**src/rtl/spi_initiator.sv**
```systemverilog
// SPI mode-0 initiator for the Ascon accelerator's SPI subnode.
// Sends one left-aligned frame of up to MAX_BITS bits on mosi and captures
// the miso stream right-aligned in rx_data. sck is paced at CLK_DIV clk
// cycles per half-period so the subnode's input synchronizers see every edge.
module spi_initiator #(
   parameter int CLK_DIV  = 4,
   parameter int MAX_BITS = 136
) (
   input  logic                clk,
   input  logic                rst,
   input  logic                start,
   input  logic [7:0]          len,
   input  logic [MAX_BITS-1:0] tx_data,
   output logic                busy,
   output logic                done,
   output logic [MAX_BITS-1:0] rx_data,
   output logic                csb,
   output logic                sck,
   output logic                mosi,
   input  logic                miso
);

   localparam int CW = (CLK_DIV > 1) ? $clog2(CLK_DIV) : 1;
   localparam int BW = $clog2(MAX_BITS + 1);
   localparam logic [CW-1:0] LAST_PHASE = CW'(CLK_DIV - 1);

   typedef enum logic [2:0] {
      S_IDLE,
      S_SETUP,
      S_HIGH,
      S_LOW,
      S_HOLD,
      S_GAP
   } state_t;

   state_t                r_state;
   logic [CW-1:0]         r_phase;
   logic [BW-1:0]         r_bits;
   logic [MAX_BITS-1:0]   r_tx;
   logic                  r_miso_meta;
   logic                  r_miso_sync;

   logic [BW-1:0]         w_len_clamped;
   logic                  w_phase_end;

   // Clamp the requested length to the frame capacity.
   always_comb begin
      w_len_clamped = BW'(len);
      if (int'(len) > MAX_BITS) begin
         w_len_clamped = BW'(MAX_BITS);
      end
   end

   assign w_phase_end = (r_phase == LAST_PHASE);

   // Two-flop synchronizer bringing the asynchronous miso into the clk domain.
   always_ff @(posedge clk) begin
      // NOTE: non-blocking assignments so every flop samples the pre-edge value;
      // blocking here would collapse the two synchronizer stages into one.
      if (rst) begin
         r_miso_meta <= 1'b0;
         r_miso_sync <= 1'b0;
      end else begin
         r_miso_meta <= miso;
         r_miso_sync <= r_miso_meta;
      end
   end

   // Frame sequencer: phase timing, shifting and all registered pin outputs.
   always_ff @(posedge clk) begin
      if (rst) begin
         r_state <= S_IDLE;
         r_phase <= '0;
         r_bits  <= '0;
         r_tx    <= '0;
         csb     <= 1'b1;
         sck     <= 1'b0;
         mosi    <= 1'b0;
         busy    <= 1'b0;
         done    <= 1'b0;
         // NOTE: rx_data is an ordinary register, not a memory, and the host
         // relies on it reading zero after reset, so it is reset explicitly.
         rx_data <= '0;
      end else begin
         done <= 1'b0;
         if (r_state != S_IDLE) begin
            r_phase <= w_phase_end ? '0 : r_phase + 1'b1;
         end

         case (r_state)
            S_IDLE: begin
               if (start && (len != 8'd0)) begin
                  r_state <= S_SETUP;
                  r_phase <= '0;
                  r_tx    <= tx_data;
                  r_bits  <= w_len_clamped;
                  rx_data <= '0;
                  csb     <= 1'b0;
                  busy    <= 1'b1;
                  mosi    <= tx_data[MAX_BITS-1];
               end
            end

            S_SETUP: begin
               if (w_phase_end) begin
                  r_state <= S_HIGH;
                  sck     <= 1'b1;
               end
            end

            S_HIGH: begin
               if (w_phase_end) begin
                  rx_data <= {rx_data[MAX_BITS-2:0], r_miso_sync};
                  r_bits  <= r_bits - 1'b1;
                  sck     <= 1'b0;
                  if (r_bits > BW'(1)) begin
                     r_state <= S_LOW;
                     r_tx    <= r_tx << 1;
                     mosi    <= r_tx[MAX_BITS-2];
                  end else begin
                     r_state <= S_HOLD;
                     mosi    <= 1'b0;
                  end
               end
            end

            S_LOW: begin
               if (w_phase_end) begin
                  r_state <= S_HIGH;
                  sck     <= 1'b1;
               end
            end

            S_HOLD: begin
               if (w_phase_end) begin
                  r_state <= S_GAP;
                  csb     <= 1'b1;
               end
            end

            S_GAP: begin
               if (w_phase_end) begin
                  r_state <= S_IDLE;
                  busy    <= 1'b0;
                  done    <= 1'b1;
               end
            end

            default: begin
               r_state <= S_IDLE;
            end
         endcase
      end
   end

endmodule

```
**config.mk**
```make
export PLATFORM = sky130hd
export DESIGN_NAME = spi_initiator
export DESIGN_NICKNAME = d
export VERILOG_FILES = /design/src/rtl/spi_initiator.sv
export SDC_FILE = /design/constraint.sdc
export NUM_CORES = 1
export LEC_CHECK = 0
export BUFFER_PORTS_ARGS = -buffer_cell sky130_fd_sc_hd__buf_2
export CAP_MARGIN = 40
export CELL_PAD_IN_SITES_DETAIL_PLACEMENT = 0
export CELL_PAD_IN_SITES_GLOBAL_PLACEMENT = 1
export CORE_ASPECT_RATIO = 0.9
export CORE_MARGIN = 2
export CORE_UTILIZATION = 28
export DETAILED_ROUTE_END_ITERATION = 7
export PLACE_DENSITY_LB_ADDON = 0.12
export SKIP_CTS_REPAIR_TIMING = 1
export SYNTH_ARGS = -nofsm -noshare
export SYNTH_HDL_FRONTEND = slang
export SYNTH_SLANG_ARGS = --single-unit
```
**constraint.sdc**
```tcl
create_clock -name clk -period 2.5 [get_ports clk]
set_input_delay 0.25 -clock clk [delete_from_list [all_inputs] [get_ports clk]]
set_output_delay 0.25 -clock clk [all_outputs]
set_load 0.005 [all_outputs]
```
==> summary.md <==
| Metric | Value |
|---|---|
| Status | complete, no violations |
| CP endpoint kind | flip-flop |
| Max Cap Viol | 0 |
| Endpoint, Worst Hold | r_tx[0]$_SDFFE_PP0P_ |
| Final Setup Violations | 0 |
| Drt drc | 0 |
| Core box area | 0.04764 sq mm |
| Final WS setup | 0.1181 ns |
| Mapped Cells | 1628 |
| CP arrival | 2.80 ns |
| R2R Path End | r_tx[4]$_SDFFE_PP0P_ |
| Period utilisation layout | 95.28% |
| Peak Freq | 419.8 MHz |
| CTS tree | done |
| Complex-gate fraction of the synthesized area | 12.73% |
| Syn nets | 1779 |
| DP Wirelength | 25650 um |
| Largest net degree at the start of global routing | 108 |
| Synth area leaders | dfxtp_1 43%, nand2_1 11%, a21oi_1 10%, mux2_4 7.0%, nor2b_1 6.3% |
| Final hold vios | 0 |
| First-pass GRT wire length | 62400 um |
| Slowest Stage Delay on Critical Path | 0.54 ns |
| Sequential share of the synthesized area | 43.40% |
| Min Hold Slack | 0.02920 ns |
| H-tree depth | 2 |
| DR pass1 iterations | 4 |
| HP Start | tx_data[0] |
| Crit Path Class | flip-flop to flip-flop |
| Initial Utilization | 28.18% |
| Cells along the critical path | inv_1 -> ha_1 -> nor2_1 -> or4_1 -> o22ai_4 -> buf_12 -> buf_12 -> mux2_2 |
| P_leak | 0.007218 uW |
| Root Driver | clkbuf_16 |
| Slew Viols, Final | 0 |
| Die Width | 234.8 um |
| Total vias in the final route | 11670 |
| Syn avg cell area | 8.245 sq um |
| Nets | 2013 |
| Iteration-0 DRC Markers | 696 |
| Startpoint types | flip-flop |
| Row Count | 76 |
| Ys flop type | dfxtp_1 |
| Setup Skew | 0.01767 ns |
| Die area | 0.04971 sq mm |
| Synth warn | 0 |
| Unrepaired setup endpoints after global routing | no |
| Synthesis-stage register bit count | 291 |
| Wire per inst | 15.66 um |
| Vias in the first global route | 11266 |
| Synth Area in Simple Gates | 25.01% |
| XOR/XNOR Fraction of Synth Area | 0% |
| Area delta synth->final | 26.41% |
| Cts bufs inserted | 36 |
| Setup tns final | 0 ns |
| Tot GR Track Use | 15.31% |
| Hold path depth | 3 |
| Num ports | 289 |
| Clock slew at reported path FFs | 0.06 ns |
| Peak supply drop | 465.6 uV |
| Worst R2R Setup Slack | 0.12 ns |
| Port Buffers | 288 |
| Max clock buf depth | 3 |
| Crit-path slowest cell | or4_1 |
| Utilization after layout | 35.62% |
| Synth Area in Adders | 0.2796% |
| Most used cell, CP | buf_12 |
| Initial antenna violation count | 1 |
| Min-delay worst type | input port to flip-flop |
| Largest family of logic cells by synthesized area | simple AND/OR/NAND/NOR gates |
| Critical R2R Launch | r_bits[0]$_SDFFE_PP0P_ |
| Synth top cells by count | 411 x nand2_1, 291 x dfxtp_1, 274 x a21oi_1 |
| Cell depth of the worst flop-to-flop path | 8 |
| Post-synth EDFFs | 0 |
| Clock Sinks | 291 |
| Power per cell area | 704.8 mW/mm^2 |
| Cell taking the most area after synthesis | dfxtp_1 |
| Die height | 211.7 um |
| Count leader, synth | nand2_1 |
| Mux cell area share after synthesis | 13.00% |
| Gpl congestion | 0.7226 |
| Gr ovfl total | 0 |
| Cell Area, Synth | 0.01342 sq mm |
| Layout cells sized above 1 | 28.32% |
| Min cycle time layout | 2.382 ns |
| Worst-Margin Slew | 0.6792 ns |
| Post-DR vias/cell | 4.644 |
| Final ANT Viol Nets | 0 |
| Req. time, crit path | 2.91 ns |
| Top-area cell type share of the netlist area | 43.40% |
| Async set or reset register ratio after synthesis | 0% |
| Ant diodes | 0 |
| Relative slew margins | 54.72% |
| Worst-path maximum fanout | 23 |
| Synth cell types | 52 |
| Clk_lat worst skew | 0.54 ns |
| Routed WL | 39360 um |
| Post-place setup slack | 0.1132 ns |
==> metrics by stage <==
step                      instances  cell area (sq um)  power [uW]
after global routing           2513              16970       12500
after floorplan                1628              13420        5911
after detailed placement       2447              15650        6319
after global placement         2447              15650        6308
after CTS                      2512              16960       12200
final                          2513              16970       11960
==> power by group <==
group / total (uW) / internal (uW) / switching (uW)
combinational: 1270 / 642 / 625
sequential: 4940 / 4850 / 92.0
clock: 5750 / 3670 / 2080
total: 12000 / 9160 / 2800
==> placed cells by master (no fill, tap or decap), drive strengths merged, types with 3 or more instances in the layout <==
cell type	instances
nand2	411
mux2	134
a22oi	4
nor4	3
dfxtp	291
buf	341
o22ai	3
clkbuf	50
or4	4
o21ai	4
a21oi	274
ha	3
clkinv	6
a31oi	5
nor2b	136
bufinv	7
nand2b	6
o32ai	5
nor3	6
nor2	9
inv	9
nor3b	5
nand3	143
==> how the worst max path moves through the flow <==
stage                           start                endpoint  slack, ns  depth (start not counted)
2_1_floorplan  r_bits[0]$_SDFFE_PP0P_  r_tx[101]$_SDFFE_PP0P_       0.19                          8
3_3_place_gp                   len[3]    r_tx[4]$_SDFFE_PP0P_       0.11                          7
3_5_place_dp                   len[3]    r_tx[3]$_SDFFE_PP0P_       0.11                          7
4_1_cts        r_bits[0]$_SDFFE_PP0P_    r_tx[3]$_SDFFE_PP0P_       0.12                          8
5_1_grt        r_bits[0]$_SDFFE_PP0P_    r_tx[4]$_SDFFE_PP0P_      0.003                          8
6_report       r_bits[0]$_SDFFE_PP0P_    r_tx[4]$_SDFFE_PP0P_       0.12                          8
==> registers in the layout (all words and copies together), names as in the netlist <==
signal / flops
r_phase: 2
r_bits: 8
r_miso_sync: 1
rx_data: 136
mosi: 1
busy: 1
r_tx: 135
done: 1
csb: 1
r_miso_meta: 1
sck: 1
r_state: 3
==> routing by layer <==
layer | wire length [um] | track usage [%]
met5 | 0 | 0
met4 | 1214 | 5.718
met1 | 18820 | 20.81
met3 | 1810 | 3.286
met2 | 17520 | 23.82
==> final cells by class <==
cell class                 count  area (sq um)
inverter                       7         26.28
multi-input combinational   1184          6863
sequential                   291          5826
fill                        5040         30670
clock inverter                15         257.7
tap                          624         780.7
timing repair buffer         342          2160
clock buffer                  50          1055
==> cells by family after synthesis <==
| group | count (synthesis) |
|---|---|
| DFF | 291 |
| adders and majority gates | 3 |
| AOI/OAI and AO/OA | 316 |
| and+or+nand+nor | 731 |
| muxes | 134 |
| buffers and inverters | 153 |
==> critical path, delay by kind of cell (launching register included) <==
family | cells | cell delay, ns
AOI/OAI and AO/OA | 1 | 0.17
buffers and inverters | 3 | 0.58
adders and majority gates | 1 | 0.18
and+or+nand+nor | 2 | 0.60
DFF | 1 | 0.35
muxes | 1 | 0.35
Power figures use the tool's default switching activity.
